**src/rtl/rv_ctrl_pkg.sv**
```systemverilog
// Shared encodings for the RV32I multicycle control path: states, opcodes, mux selects, ALU codes.
// Pure declarations; no timing or backpressure of its own.
package rv_ctrl_pkg;

    typedef enum logic [3:0] {
        S_FETCH, S_DECODE, S_MEMADR, S_MEMREAD, S_MEMWB, S_MEMWRITE, S_EXECR,
        S_EXECI, S_EXECU, S_ALUWB, S_BRANCH, S_JALR_ADR, S_JAL, S_TRAP
    } state_t;

    localparam logic [6:0] OP_LOAD   = 7'b0000011;
    localparam logic [6:0] OP_STORE  = 7'b0100011;
    localparam logic [6:0] OP_R      = 7'b0110011;
    localparam logic [6:0] OP_I      = 7'b0010011;
    localparam logic [6:0] OP_BRANCH = 7'b1100011;
    localparam logic [6:0] OP_JAL    = 7'b1101111;
    localparam logic [6:0] OP_JALR   = 7'b1100111;
    localparam logic [6:0] OP_LUI    = 7'b0110111;
    localparam logic [6:0] OP_AUIPC  = 7'b0010111;

    localparam logic [2:0] IMM_I = 3'b000;
    localparam logic [2:0] IMM_S = 3'b001;
    localparam logic [2:0] IMM_B = 3'b010;
    localparam logic [2:0] IMM_U = 3'b011;
    localparam logic [2:0] IMM_J = 3'b100;

    localparam logic [1:0] SRCA_PC    = 2'b00;
    localparam logic [1:0] SRCA_OLDPC = 2'b01;
    localparam logic [1:0] SRCA_RS1   = 2'b10;
    localparam logic [1:0] SRCA_ZERO  = 2'b11;

    localparam logic [1:0] SRCB_RS2  = 2'b00;
    localparam logic [1:0] SRCB_IMM  = 2'b01;
    localparam logic [1:0] SRCB_FOUR = 2'b10;

    localparam logic [1:0] RES_ALUOUT = 2'b00;
    localparam logic [1:0] RES_MDR    = 2'b01;
    localparam logic [1:0] RES_ALU    = 2'b10;

    localparam logic [1:0] ALUOP_ADD   = 2'b00;
    localparam logic [1:0] ALUOP_FUNCT = 2'b10;

    localparam logic [3:0] ALU_ADD  = 4'b0000;
    localparam logic [3:0] ALU_SUB  = 4'b0001;
    localparam logic [3:0] ALU_SLL  = 4'b0010;
    localparam logic [3:0] ALU_SLT  = 4'b0011;
    localparam logic [3:0] ALU_SLTU = 4'b0100;
    localparam logic [3:0] ALU_XOR  = 4'b0101;
    localparam logic [3:0] ALU_SRL  = 4'b0110;
    localparam logic [3:0] ALU_SRA  = 4'b0111;
    localparam logic [3:0] ALU_OR   = 4'b1000;
    localparam logic [3:0] ALU_AND  = 4'b1001;

    function automatic logic [2:0] imm_sel(input logic [6:0] op);
        logic [2:0] sel;
        case (op)
            OP_STORE:          sel = IMM_S;
            OP_BRANCH:         sel = IMM_B;
            OP_LUI, OP_AUIPC:  sel = IMM_U;
            OP_JAL:            sel = IMM_J;
            default:           sel = IMM_I;
        endcase
        return sel;
    endfunction

endpackage

```
**src/rtl/alu_decoder.sv**
```systemverilog
// ALU function decode from the internal ALU op, funct3 and funct7 bit 5.
// Purely combinational, zero latency; no backpressure.
module alu_decoder import rv_ctrl_pkg::*; (
    input  logic       opb5,
    input  logic [2:0] funct3,
    input  logic       funct7b5,
    input  logic [1:0] aluop,
    output logic [3:0] alu_control
);

    always_comb begin
        alu_control = ALU_ADD;
        if (aluop == ALUOP_FUNCT) begin
            case (funct3)
                // instr[30] only means SUB for register-register ops; ADDI ignores it
                3'b000:  alu_control = (opb5 && funct7b5) ? ALU_SUB : ALU_ADD;
                3'b001:  alu_control = ALU_SLL;
                3'b010:  alu_control = ALU_SLT;
                3'b011:  alu_control = ALU_SLTU;
                3'b100:  alu_control = ALU_XOR;
                3'b101:  alu_control = funct7b5 ? ALU_SRA : ALU_SRL;
                3'b110:  alu_control = ALU_OR;
                default: alu_control = ALU_AND;
            endcase
        end
    end

endmodule

```
**src/rtl/multicycle_controller.sv**
```systemverilog
// Multicycle RV32I control FSM sequencing a shared-memory datapath.
// 3-5 states per instruction with zero-wait memory; each memory wait cycle adds one.
// Memory accesses hold mem_req/MemWrite/AdrSrc stable until mem_ready is sampled high.
module multicycle_controller import rv_ctrl_pkg::*; (
    input  logic        clk,
    input  logic        rst,
    input  logic [31:0] instr,
    input  logic        br_taken,
    input  logic        mem_ready,
    output logic        mem_req,
    output logic        MemWrite,
    output logic        AdrSrc,
    output logic        IRWrite,
    output logic        PCWrite,
    output logic        RegWEn,
    output logic [1:0]  ALUSrcA,
    output logic [1:0]  ALUSrcB,
    output logic [1:0]  ResultSrc,
    output logic [2:0]  ImmSel,
    output logic        BrUn,
    output logic [3:0]  ALUControl,
    output logic        illegal,
    output logic [3:0]  state_o
);

    state_t     state, state_n;
    logic       illegal_q;
    logic [1:0] aluop;
    logic       mem_req_s, mem_write_s, ir_write_s, pc_write_s, reg_wen_s;
    logic [6:0] opcode;
    logic       unused_instr;

    assign opcode       = instr[6:0];
    assign unused_instr = ^{instr[31], instr[29:15], instr[11:7]};

    alu_decoder u_alu_decoder (
        .opb5        (opcode[5]),
        .funct3      (instr[14:12]),
        .funct7b5    (instr[30]),
        .aluop       (aluop),
        .alu_control (ALUControl)
    );

    always_comb begin
        state_n     = state;
        mem_req_s   = 1'b0;
        mem_write_s = 1'b0;
        ir_write_s  = 1'b0;
        pc_write_s  = 1'b0;
        reg_wen_s   = 1'b0;
        AdrSrc      = 1'b0;
        ALUSrcA     = SRCA_PC;
        ALUSrcB     = SRCB_RS2;
        ResultSrc   = RES_ALUOUT;
        aluop       = ALUOP_ADD;
        case (state)
            S_FETCH: begin
                mem_req_s  = 1'b1;
                ALUSrcB    = SRCB_FOUR;
                ResultSrc  = RES_ALU;
                ir_write_s = mem_ready;
                pc_write_s = mem_ready;
                state_n    = mem_ready ? S_DECODE : S_FETCH;
            end
            S_DECODE: begin
                ALUSrcA = SRCA_OLDPC;
                ALUSrcB = SRCB_IMM;
                case (opcode)
                    OP_LOAD, OP_STORE: state_n = S_MEMADR;
                    OP_R:              state_n = S_EXECR;
                    OP_I:              state_n = S_EXECI;
                    OP_BRANCH:         state_n = S_BRANCH;
                    OP_JAL:            state_n = S_JAL;
                    OP_JALR:           state_n = S_JALR_ADR;
                    OP_LUI, OP_AUIPC:  state_n = S_EXECU;
                    default:           state_n = S_TRAP;
                endcase
            end
            S_MEMADR: begin
                ALUSrcA = SRCA_RS1;
                ALUSrcB = SRCB_IMM;
                state_n = opcode[5] ? S_MEMWRITE : S_MEMREAD;
            end
            S_MEMREAD: begin
                mem_req_s = 1'b1;
                AdrSrc    = 1'b1;
                state_n   = mem_ready ? S_MEMWB : S_MEMREAD;
            end
            S_MEMWB: begin
                ResultSrc = RES_MDR;
                reg_wen_s = 1'b1;
                state_n   = S_FETCH;
            end
            S_MEMWRITE: begin
                mem_req_s   = 1'b1;
                mem_write_s = 1'b1;
                AdrSrc      = 1'b1;
                state_n     = mem_ready ? S_FETCH : S_MEMWRITE;
            end
            S_EXECR: begin
                ALUSrcA = SRCA_RS1;
                aluop   = ALUOP_FUNCT;
                state_n = S_ALUWB;
            end
            S_EXECI: begin
                ALUSrcA = SRCA_RS1;
                ALUSrcB = SRCB_IMM;
                aluop   = ALUOP_FUNCT;
                state_n = S_ALUWB;
            end
            S_EXECU: begin
                // LUI adds the U-immediate to zero, AUIPC to the fetched PC
                ALUSrcA = opcode[5] ? SRCA_ZERO : SRCA_OLDPC;
                ALUSrcB = SRCB_IMM;
                state_n = S_ALUWB;
            end
            S_ALUWB: begin
                reg_wen_s = 1'b1;
                state_n   = S_FETCH;
            end
            S_BRANCH: begin
                ALUSrcA    = SRCA_RS1;
                pc_write_s = br_taken;
                state_n    = S_FETCH;
            end
            S_JALR_ADR: begin
                ALUSrcA = SRCA_RS1;
                ALUSrcB = SRCB_IMM;
                state_n = S_JAL;
            end
            S_JAL: begin
                // PC takes ALUOut while the ALU forms OldPC+4 for the link write
                ALUSrcA    = SRCA_OLDPC;
                ALUSrcB    = SRCB_FOUR;
                pc_write_s = 1'b1;
                state_n    = S_ALUWB;
            end
            default: state_n = S_TRAP;
        endcase
    end

    always_ff @(posedge clk) begin
        if (rst) begin
            state     <= S_FETCH;
            illegal_q <= 1'b0;
        end else begin
            state <= state_n;
            if (state_n == S_TRAP) illegal_q <= 1'b1;
        end
    end

    assign mem_req  = mem_req_s   & ~rst;
    assign MemWrite = mem_write_s & ~rst;
    assign IRWrite  = ir_write_s  & ~rst;
    assign PCWrite  = pc_write_s  & ~rst;
    assign RegWEn   = reg_wen_s   & ~rst;
    assign ImmSel   = imm_sel(opcode);
    assign BrUn     = instr[13];
    assign illegal  = illegal_q;
    assign state_o  = state;

endmodule

```
**config.mk**
```make
export PLATFORM = sky130hd
export DESIGN_NAME = multicycle_controller
export DESIGN_NICKNAME = d
export VERILOG_FILES = /design/src/rtl/rv_ctrl_pkg.sv /design/src/rtl/alu_decoder.sv /design/src/rtl/multicycle_controller.sv
export SDC_FILE = /design/constraint.sdc
export NUM_CORES = 1
export LEC_CHECK = 0
export CORE_AREA = 2 2 50 52
export CTS_CLUSTER_SIZE = 24
export DETAILED_ROUTE_END_ITERATION = 12
export DIE_AREA = 0 0 52 54
export GPL_TIMING_DRIVEN = 0
export PLACE_DENSITY = 0.81
export SYNTH_ARGS = -nofsm -noshare
export SYNTH_HDL_FRONTEND = slang
export SYNTH_SLANG_ARGS = --single-unit
export TNS_END_PERCENT = 5
```
**constraint.sdc**
```tcl
create_clock -name clk -period 4.1 [get_ports clk]
set_input_delay 1.23 -clock clk [delete_from_list [all_inputs] [get_ports clk]]
set_output_delay 1.23 -clock clk [all_outputs]
set_load 0.01 [all_outputs]
```
==> flow_summary.toml <==
[timing]
post-route-period-util_pct = 95.3
rsz0062_at_grt = "false"
clock.fmax_mhz = 256
setup_viol = 0
final-max-slew-violation-count = 0
worst_slew_pin_slew_ns = 0.559
fin_ws_ns = 0.192
fin_skew_ns = 0.00258
slew_headroom_pct = 62.4
hold_viol = 0
finalCriticalPeriod_ns = 3.91

[layout]
nFillCells = 234
diodes = 0
fin_nets = 187
area_delta_synth_final_pct = 57.1
layout-drive-gt1-share_pct = 12.7
fin_cells = 180
final_core_util_pct = 53.1

[place]
dp_cells = 176
dp_hpwl_um = 1770
portBuffers = 37
dpl_worst_slack_ns = -0.0716
gp_congestion = 0.859

[min_path]
hold_class = "reg -> reg"
hold_start = "illegal$_SDFFE_PP0N_"

[floorplan]
ios = 61
die_y_um = 54
core_um2 = 2320
initial_core_util_pct = 33.8
die_w_um = 52
die-area_um2 = 2810
row_count = 18

[setup_path]
start_kind = "input port"
worstSetupPathType = "in -> out"
r2r-start = "state_o[3]$_SDFF_PP0_"
cp-end-kind = "output port"
worstSetupStartpoint = "instr[14]"
cp.required_ns = 2.87
worstPathArrival_ns = 2.68
critPathMaxFanout = 7

[clock_network]
cts_tree = "yes"
cts_root_buffer = "clkbuf_4"
htreeDepth = 1
postCtsSetupBuffers = 0
clk_path_buf_depth = 2
cts_hold_buf = 0
clock_sinks = 5
path_clk_slew_ns = 0.04
clkLatencyLatePin_ns = 0.24
cts_inserted_buffers = 3

[run]
cap_violations = 0

[synthesis]
synthDistinctLibCells = 44
yosys.area.top_type_share_pct = 12.8
async_reset_ff_share_pct = 0
synthesis.nets = 145
yosysMostFrequentCell = "nor2_1"
syn_area_um2 = 785
syn_avg_cell_area_um2 = 7.20
yosysSeqAreaShare_pct = 12.8
synthTopCellsByArea = "dfxtp_1 (13%), nor2_1 (8.6%), clkbuf_8 (7.0%), o21ai_0 (5.1%), a21oi_1 (3.8%)"
synthTopCellsByCount = "nor2_1 (18), o21ai_0 (8), inv_1 (7)"
ys_ff_latch = 5
synth_top_area_cell = "dfxtp_1"
synthCells = 109
synth_top_flop_cell = "dfxtp_1"
synth_edf_count = 0
ys_warn_count = 0

[route]
first_pass_iters = 4
wl_per_cell_um = 12.5
drt_iter0_markers = 20
routed_wl_um = 2250
ant_nets = 0
dr_total_vias = 966
viasPerCell = 5.37
drcViolationCount = 0

[global_routing]
grt_max_degree = 11
track_usage_pct = 17.2
grt_pass1_vias = 859
grt_antenna_before_repair = 0
grt_pass1_wl_um = 3790
grt-ovfl-total = 0

[power]
leakage_nw = 0.486
totalPowerFinal_mw = 0.600
power_density_nw_per_um2 = 487
peakVddDrop_uv = 326

[outcome]
status = "finished, final reports clean"
## what timing repair did
action | 4_1_cts | 5_1_grt
gates resized for setup | 1 | 5
gates cloned | 0 | 0
setup endpoints to repair | 1 | 5
hold endpoints to repair | 0 | 0
## registers in the layout (all words and copies together), names as in the netlist
signal	cells
state_o	4
illegal	1
## stage by stage
step | area (µm²) | setup TNS [ns] | hold WS (ns)
finish | 1230 | 0 | 0.470
global route | 1230 | 0 | 0.491
CTS | 1220 | 0 | 0.477
detailed placement | 1190 | -0.0716 | 0.465
global placement | 1190 | -0.00667 | 0.454
floorplan | 785 | 0 | 0.489
## cells in the final DEF (no fill, tap or decap), types with 2 or more instances in the layout
cell type and n:
clkdlybuf4s50_1 32, xnor2_1 3, nor2b_1 2, a211oi_1 3
buf_4 2, nand3b_1 2, dlymetal6s2s_1 4, nor2_1 18
nor4_1 2, clkbuf_8 4, nand2_1 5, dfxtp_1 5
and4_1 2, nand3_1 2, o21ai_0 8, nor4b_1 3
clkbuf_4 3, a21oi_1 6, inv_1 7, a31oi_1 2
nor3_1 5, a21o_1 2
## where the power goes
| group | internal [mW] | switching [mW] | total, mW |
|---|---|---|---|
| Clock | 0.0367 | 0.0187 | 0.0554 |
| Sequential | 0.0632 | 0.0234 | 0.0865 |
| Combinational | 0.236 | 0.221 | 0.458 |
## cell families after synthesis
kind of cell	after synthesis	share of synthesized area (%)
and+or+nand+nor	50	35.6
AOI/OAI and AO/OA	34	32.4
buffers and inverters	16	14.7
DFF	5	12.8
xor gates and xnor gates	3	3.35
muxes	1	1.28
## worst max-delay path, cell delays in order
cell	delay [ns]
clkdlybuf4s50_1	0.53
nor3_1	0.23
a21oi_1	0.06
nor2_1	0.09
clkdlybuf4s50_1	0.54
## area by class of cell
class / instances / area (µm²) / share of cell area [%]
sequential: 5 / 100 / 8.12
clock buffer: 4 / 26.3 / 2.13
timing repair buffer: 37 / 379 / 30.8
buffer: 8 / 85.1 / 6.90
tap: 30 / 37.5 / 3.05
multi-input combinational: 88 / 574 / 46.6
inverter: 8 / 30.0 / 2.44
## path summary, 6_finish.rpt
kind	endpoint	slack, ns	cells after the start
worst min register to register	illegal$_SDFFE_PP0N_	0.47	2
worst max-delay path	ALUControl[1]	0.19	5
worst max register to register	illegal$_SDFFE_PP0N_	2.39	5
worst min-delay path	illegal$_SDFFE_PP0N_	0.47	2
## per-layer routing
layer  global-route usage, %  wire [µm]  up-vias
met3                   0.833        112        2
met1                    22.5       1040      451
met5                       0          0        -
li1                        -          -      482
met4                    3.95          7        0
met2                    31.0       1090       31
Power figures use the tool's default switching activity.
